--- src/rtl/fifo_rd_arbiter.sv ---
// fifo_rd_arbiter: round-robin sharing of one async-FIFO read port
// among NREQ read-domain consumers, with burst cap and empty timeout.
module fifo_rd_arbiter #(
  parameter int WIDTH   = 8,
  parameter int NREQ    = 4,
  parameter int BURST   = 4,
  parameter int TIMEOUT = 8
) (
  input  logic             rclk_i,
  input  logic             rst_i,
  input  logic [NREQ-1:0]  req_i,
  output logic [NREQ-1:0]  gnt_o,
  output logic             rd_en_o,
  input  logic             empty_i,
  input  logic [WIDTH-1:0] rdata_i,
  input  logic             error_i,
  output logic [NREQ-1:0]  vld_o,
  output logic [WIDTH-1:0] rdata_o,
  output logic             busy_o,
  output logic             err_o
);

  localparam int IW = (NREQ > 1) ? $clog2(NREQ) : 1;
  localparam int BW = $clog2(BURST + 1);
  localparam logic [IW:0]   LP_N     = (IW + 1)'(NREQ);
  localparam logic [BW-1:0] LP_BLAST = BW'(BURST - 1);
  localparam logic [7:0]    LP_TLAST = 8'(TIMEOUT - 1);

  typedef enum logic {
    S_IDLE,
    S_GRANT
  } state_t;

  state_t r_state;
  state_t w_state_nxt;

  logic [NREQ-1:0]   r_gnt;
  logic [NREQ-1:0]   w_gnt_nxt;
  logic [NREQ-1:0]   r_vld;
  logic [IW-1:0]     r_ptr;
  logic [IW-1:0]     w_ptr_nxt;
  logic [BW-1:0]     r_bcnt;
  logic [BW-1:0]     w_bcnt_nxt;
  logic [7:0]        r_tcnt;
  logic [7:0]        w_tcnt_nxt;
  logic              r_err;
  logic              r_rd_q;

  logic [2*NREQ-1:0] w_req2;
  logic [IW-1:0]     w_off;
  logic              w_found;
  logic [IW:0]       w_sum;
  logic [IW:0]       w_wrap;
  logic [IW-1:0]     w_win;
  logic [IW:0]       w_inc;
  logic              w_granted;
  logic              w_req_g;
  logic              w_rd_en;
  logic              w_to_inc;
  logic              w_last_rd;
  logic              w_tmo;

  assign w_granted = (r_state == S_GRANT);
  assign w_req_g   = |(req_i & r_gnt);
  assign w_rd_en   = w_granted & w_req_g & ~empty_i;
  assign w_to_inc  = w_granted & w_req_g & empty_i;
  assign w_last_rd = w_rd_en & (r_bcnt == LP_BLAST);
  assign w_tmo     = w_to_inc & (r_tcnt == LP_TLAST);

  // Rotate requests so bit 0 is the pointer position
  assign w_req2 = {req_i, req_i} >> r_ptr;

  // First set request at or above the round-robin pointer
  always_comb begin
    w_found = 1'b0;
    w_off   = '0;
    for (int i = 0; i < NREQ; i++) begin
      if (!w_found && w_req2[i]) begin
        w_found = 1'b1;
        w_off   = IW'(i);
      end
    end
  end

  assign w_sum  = {1'b0, r_ptr} + {1'b0, w_off};
  assign w_wrap = w_sum - LP_N;
  assign w_win  = (w_sum >= LP_N) ? w_wrap[IW-1:0] : w_sum[IW-1:0];
  assign w_inc  = {1'b0, w_win} + (IW + 1)'(1);

  // Next-state, grant and counter updates
  always_comb begin
    w_state_nxt = r_state;
    w_gnt_nxt   = r_gnt;
    w_ptr_nxt   = r_ptr;
    w_bcnt_nxt  = r_bcnt;
    w_tcnt_nxt  = r_tcnt;
    unique case (r_state)
      S_IDLE: begin
        w_gnt_nxt = '0;
        if (w_found) begin
          w_state_nxt = S_GRANT;
          w_gnt_nxt   = NREQ'(1) << w_win;
          w_ptr_nxt   = (w_inc == LP_N) ? '0 : w_inc[IW-1:0];
          w_bcnt_nxt  = '0;
          w_tcnt_nxt  = '0;
        end
      end
      S_GRANT: begin
        if (w_rd_en) begin
          w_bcnt_nxt = r_bcnt + BW'(1);
          w_tcnt_nxt = '0;
        end else if (w_to_inc) begin
          w_tcnt_nxt = r_tcnt + 8'd1;
        end
        if (w_last_rd | ~w_req_g | w_tmo) begin
          w_state_nxt = S_IDLE;
          w_gnt_nxt   = '0;
        end
      end
      default: begin
        w_state_nxt = S_IDLE;
        w_gnt_nxt   = '0;
      end
    endcase
  end

  // State, grant, counters, data-valid tag and sticky error
  always_ff @(posedge rclk_i or negedge rst_i) begin
    if (!rst_i) begin
      r_state <= S_IDLE;
      r_gnt   <= '0;
      r_ptr   <= '0;
      r_bcnt  <= '0;
      r_tcnt  <= '0;
      r_vld   <= '0;
      r_rd_q  <= 1'b0;
      r_err   <= 1'b0;
    end else begin
      r_state <= w_state_nxt;
      r_gnt   <= w_gnt_nxt;
      r_ptr   <= w_ptr_nxt;
      r_bcnt  <= w_bcnt_nxt;
      r_tcnt  <= w_tcnt_nxt;
      r_vld   <= w_rd_en ? r_gnt : '0;
      r_rd_q  <= w_rd_en;
      r_err   <= r_err | (error_i & (w_granted | r_rd_q));
    end
  end

  assign gnt_o   = r_gnt;
  assign rd_en_o = w_rd_en;
  assign vld_o   = r_vld;
  assign rdata_o = rdata_i;
  assign busy_o  = w_granted;
  assign err_o   = r_err;

endmodule

--- config.mk ---
export PLATFORM = sky130hd
export DESIGN_NAME = fifo_rd_arbiter
export DESIGN_NICKNAME = d
export VERILOG_FILES = /design/src/rtl/fifo_rd_arbiter.sv
export SDC_FILE = /design/constraint.sdc
export NUM_CORES = 1
export LEC_CHECK = 0
export CAP_MARGIN = 10
export CELL_PAD_IN_SITES_DETAIL_PLACEMENT = 1
export CELL_PAD_IN_SITES_GLOBAL_PLACEMENT = 1
export CORE_UTILIZATION = 25
export CTS_CLUSTER_DIAMETER = 100
export DETAILED_ROUTE_END_ITERATION = 8
export PLACE_DENSITY = 0.54
export SETUP_SLACK_MARGIN = 0.4
export SYNTH_ARGS = -nofsm -noshare
export SYNTH_HDL_FRONTEND = slang
export SYNTH_SLANG_ARGS = --single-unit
--- constraint.sdc ---
create_clock -name rclk_i -period 2.2 [get_ports rclk_i]
set_input_delay 0.33 -clock rclk_i [delete_from_list [all_inputs] [get_ports rclk_i]]
set_output_delay 0.33 -clock rclk_i [all_outputs]
set_load 0.1 [all_outputs]
After elaboration in Yosys (flattened, before gate mapping):

Cells that the tools add are included.

* bits in registers: 24
* latch bits: 0
* memory bits (writable): 0
* memory bits (read-only): 0
* input port bits: 16
* output and inout port bits: 19
* memories kept: 0

* add/subtract/negate cells: 5
* multiply operators: 0
* divide/modulo/power cells: 0
* $lt $le $gt $ge: 1
* eq/ne operators: 7
* shifts and indexed selects: 2
* mux-type cells: 23
* bitwise operators: 14
* reduce and logical (&&, ||, !) cells: 10

Operator list (number)
* 8-bit 2-to-1 mux: 3
* 8-bit one-hot mux with 2 select lines: 1
* 4-bit 2-to-1 mux: 3
* 8-bit by 1-bit adder with 8-bit output (second input constant): 1
* 8-bit by 3-bit equality test with 1-bit output (second input constant): 1
* 2-bit 2-to-1 mux: 4
* 4-bit one-hot mux with 2 select lines: 1
* 8-bit by 2-bit right shift with 4-bit output: 1
* 1-bit 2-to-1 mux: 7
* 1-bit AND: 6
* 3-bit 2-to-1 mux: 2
* 3-bit one-hot mux with 2 select lines: 1
* 2-bit AND reduction: 3
* 4-bit AND: 1
* 2-bit by 1-bit inequality test with 1-bit output (second input constant): 2
* 1-bit bitwise OR: 4
* 4-bit OR reduction: 1
* 1-bit by 2-bit << shifter with 4-bit output (first input constant): 1
* 2-bit by 1-bit adder with 3-bit output (second input constant): 1
* 2-bit by 2-bit adder with 3-bit output: 1
* 3-bit by 1-bit adder with 3-bit output (second input constant): 1
* 3-bit by 2-bit equality test with 1-bit output (second input constant): 1
* 3-bit equality test (second input constant): 1
* 3-bit >= comparator (second input constant): 1
* other kinds (7): 13

Logic depth before layout (Yosys ltp):

* depth in word-level cells: 17
* depth in mapped cells: 11

Worst setup path after synthesis:

No wires, ideal clock.

* path type: reg-to-reg
* start: register r_gnt[2] (netlist: gnt_o[2])
* end: register r_bcnt[2]
* setup time: 0.087 ns
* arrival time: 3.074 ns
* data required time: 2.113 ns
* path slack: -0.961 ns
* stages on the path, launching flop included: 4
* buffers on the path: 0
* period minus slack after synthesis: 3.161 ns
* cells stage by stage: dfrtp_1 a22oi_2 a211oi_2 mux2i_1

* word-level cells in the longest chain between the ends: 6

Ends and longest elaborated chain
* start, declared: RTL line 37 `logic [NREQ-1:0] r_gnt;`
* start signal, assigned: RTL line 140 `r_gnt <= w_gnt_nxt;`
* 4-bit AND: RTL line 64 `assign w_req_g = |(req_i & r_gnt);`
* 4-bit OR reduction: RTL line 64
* 1-bit AND (2 in series): RTL line 65 `assign w_rd_en = w_granted & w_req_g & ~empty_i;`
* net rd_en_o: RTL line 13 `output logic rd_en_o,`
* 2-bit by 1-bit inequality test with 1-bit output (no source line)
* 2-bit AND reduction (no source line)
* end signal, assigned: RTL line 142 `r_bcnt <= w_bcnt_nxt;`
* end, declared: RTL line 42 `logic [BW-1:0] r_bcnt;`

The timed path passes the listed nets, and every way through them passes these cells.
A chain may end at the register's enable or synchronous reset.

Final worst setup path:

* start: register r_ptr[1]
* end: register r_gnt[2] (netlist: gnt_o[2])

* word-level cells in the longest chain between the ends: 17

Ends and longest elaborated chain
* start, declared: RTL line 40 `logic [IW-1:0] r_ptr;`
* start signal, assigned: RTL line 141 `r_ptr <= w_ptr_nxt;`
* 8-bit by 2-bit right shift with 4-bit output: RTL line 71 `assign w_req2 = {req_i, req_i} >> r_ptr;`
* 1-bit 2-to-1 mux: RTL line 78 `if (!w_found && w_req2[i]) begin`
* 1-bit zero test: RTL line 78
* 1-bit logical AND: RTL line 78
* 1-bit 2-to-1 mux: RTL line 78
* 1-bit zero test: RTL line 78
* 1-bit logical AND: RTL line 78
* 1-bit 2-to-1 mux: RTL line 78
* 1-bit zero test: RTL line 78
* 1-bit logical AND: RTL line 78
* 2-bit 2-to-1 mux: RTL line 78
* 2-bit by 2-bit adder with 3-bit output: RTL line 85 `assign w_sum = {1'b0, r_ptr} + {1'b0, w_off};`
* 3-bit >= comparator or 2-bit by 1-bit subtractor with 2-bit output (tied branches): RTL line 87, 86
* 2-bit 2-to-1 mux: RTL line 87 `assign w_win = (w_sum >= LP_N) ? w_wrap[IW-1:0] : w_sum[IW-1:0];`
* 1-bit by 2-bit << shifter with 4-bit output: RTL line 102 `w_gnt_nxt = NREQ'(1) << w_win;`
* 4-bit 2-to-1 mux *: RTL line 100 `if (w_found) begin`
* 4-bit one-hot mux with 2 select lines *: RTL line 97 `unique case (r_state)`

Mark *: on every way between the ends. The rest lies on a longest branch, timed or not.

==> impl_metrics.toml <==
[logic_synthesis]
synth_simple_gate_area_share_pct = 21.8
mappedNetlistNets = 179
post-synth-top-area-fraction_pct = 40.2
synth_edf_count = 0
parity_gate_share_of_the_synthesized_area_counting_xor_and_xnor_cells_pct = 2.35
syn_area_per_cell_um2 = 9.64
synth.top_cells.by_count = "24 x dfrtp_1, 20 x nand2_1, 10 x a21oi_1"
synth_async_sr_flop_share_pct = 100
yosys_register_bits = 24
synth_warnings = 0
synth_adder_area_share_pct = 6.70
synth_top_cells_by_area = "dfrtp_1 40%, ha_1 6.7%, nand2_1 5.0%"
main_combinational_cell_family_by_area_after_synthesis = "simple AND/OR/NAND/NOR gates"
synth_top_area_cell = "dfrtp_1"
synthesis.instances = 155
ys.flop_type = "dfrtp_1"
synth-compound-area-share_pct = 19.7
cell_area_after_synthesis_mm2 = 0.00149
synth.yosys.seq_area_share_pct = 40.2
synth_cell_types = 46
synth.most_common_cell = "dfrtp_1"
synth.area.mux_share_pct = 1.42

[timing]
timing_max_transition_violations_final = 0
unrepaired_setup_endpoints_after_global_routing = "true"
final.hold.worst_slack_ns = 0.417
tightestPinTransition_ns = 0.410
timing.fmax_ghz = 0.495
post-route-min-period_ns = 2.02
final_setup_violation_count = 0
hold_viol_final = 0
maxSlewHeadroom_pct = 72.7
finalCritPeriodShare_pct = 91.9
skew_ns = 0.00293

[die]
initial_utilization_pct = 26.5
die_area_mm2 = 0.00629
die_x_um = 79.3
floorplan.die.height_um = 79.3
core-area_mm2 = 0.00564
site_rows = 27
num_io_pins = 35

[cells_and_area]
insertedDiodeCount = 0
multi_input_comb_area_um2 = 837
finish.utilization_pct = 34.6
n_fill_cell = 648
area.growth.synth_to_final_pct = 30.8
ff_latch_area_um2 = 621
nets = 208
drive_above_1_share_pct = 34.4

[worst_setup_path]
cp-startpoint = "r_ptr[1]"
standard_cell_with_the_maximum_stage_delay_on_the_critical_path = "dfrtp_2"
timing.critical_path.arrival_ns = 2.18
worstReg2RegEnd = "gnt_o[2]"
critical_path.startpoint_type = "flip-flop"
r2r-start = "r_ptr[1]"
setup.worst_path.end_class = "flip-flop"
cp.required_ns = 2.36
reg2reg_slack_ns = 0.18
worstPathCellList = "buf_4, nand3b_1, o211ai_1, o21a_1, ha_2, xor2_2, xor2_1, buf_4, ha_4, a22o_1"
cpMostUsedCell = "buf_4"
worstPathMaxFanout = 6
worstSetupEndpoint = "gnt_o[2]"
path_class = "flip-flop to flip-flop"
cp_slowest_stage_delay_ns = 0.46
r2r.worst_path.cells = 10

[global_routing]
grt_use_total_pct = 13.4
grt_overflow_total = 0
initial_antenna_violation_count = 0
grt_util_met3_pct = 1.61
grt-busiest-layer = "met2"
grtUsageMet2_pct = 21.8
first_global_vias = 1328
use_met1_pct = 18.1
grt_first_pass_wirelength_um = 6500
largest_net_degree_at_the_start_of_global_routing = 25

[clock_network]
cts_hold_buf = 0
clk_path_buf_depth = 2
clock-root-buffer = "clkbuf_8"
number_of_cts_inserted_buffers = 3
cts.htree.levels = 1
cts.sink_count = 24
tritoncts = "yes"
path_clk_slew_ns = 0.09
insertion_delay_ns = 0.26

[pwr]
power_leakage_uw = 0.000838
p_per_area_mw_per_mm2 = 1130
power.ir.vdd_worst_v = 0.000447

[place]
post-dp-hpwl_um = 2840
finalWeightedCongestion = 0.752
port_buffers = 18

[drt]
drtPass1Iterations = 4
number_of_nets_still_failing_antenna_checks_after_routing = 0
route.final.wire_length_um = 3780
starting_drc_count_in_detailed_routing = 53
drc = 0
number_of_vias_after_detailed_routing = 1239
dr_vias_cell = 4.86
post_drt_wl_per_cell_um = 14.8

[job]
number_of_violations_of_the_max_capacitance_limit = 0

[run_status]
status = "finished, final reports clean"

[hold_path]
timing.hold.worst.class = "input pin to asynchronous set/reset pin"
-- area by class of cell --
cell class	count	area share, %
flip-flops and latches	24	31.8
inverters	6	1.15
clock buffers	3	2.11
multi-input cells	111	42.8
well taps	72	4.61
clock inverters	1	1.54
repair buffers	38	16.0
-- power breakdown --
group	internal (µW)	switching, µW	total, µW
clock network	243	146	389
logic	455	728	1180
registers	535	96.5	632
total	1230	970	2200
-- flip-flops by register name, indices dropped and copies added, names as in the netlist --
name,cells
r_tcnt,8
gnt_o,4
vld_o,4
r_bcnt,3
r_ptr,2
busy_o,1
err_o,1
r_rd_q,1
-- placed cells by master (no fill, tap or decap), types with 4 or more instances in the layout --
master    instances
nand4_1           4
dfrtp_1          18
dfrtp_4           5
and2_1            6
a22o_1            4
ha_2              4
o211ai_1          4
a21oi_1           9
o21ai_0           4
inv_1             4
nand2_1          18
nand3_1           9
buf_4            30
-- cell families after synthesis --
logic type / Yosys count
adders and majority gates: 8
and+or+nand+nor: 59
buffers and inverters: 20
muxes: 2
AOI/OAI and AO/OA: 38
DFF: 24
xor gates and xnor gates: 4
-- repair_timing --
item,CTS,global route
pin swaps,7,2
setup buffers,6,0
endpoints found under the setup margin,12,7
gates resized for setup,13,1
-- critical path: cells and delay by family (launching register included) --
family	cells	cell delay [ns]
xor gates and xnor gates	2	0.31
DFF	1	0.46
adders and majority gates	2	0.32
AOI/OAI and AO/OA	3	0.42
buffers and inverters	2	0.31
and+or+nand+nor	1	0.07
-- routing by layer --
metal | wire, µm | vias up
li1 | - | 607
met1 | 1770 | 608
met2 | 1860 | 22
met3 | 113 | 2
met4 | 40 | 0
met5 | 0 | -
-- through the flow --
stage	setup WS, ns	power, µW	cells	cell area (µm²)	TNS [ns]
after floorplan	-0.00142	1510	155	1550	-0.00142
after global placement	-0.264	1690	245	1810	-0.979
after detailed placement	-0.421	1720	245	1810	-1.66
after CTS	0.175	2230	255	1950	0
after global routing	0.0929	2360	255	1950	0
final	0.179	2200	255	1950	0
-- how the worst min path moves through the flow --
stage                      endpoint  slack (ns)  depth (start not counted)  start
after floorplan               err_o        0.03                          0  rst_i
after global placement        err_o        0.45                          1  err_o
after detailed placement      err_o        0.46                          1  err_o
after CTS                 r_bcnt[0]        0.42                          2  rst_i
after global routing       gnt_o[2]        0.44                          2  rst_i
final                      vld_o[1]        0.42                          2  rst_i
Power figures use the tool's default switching activity.
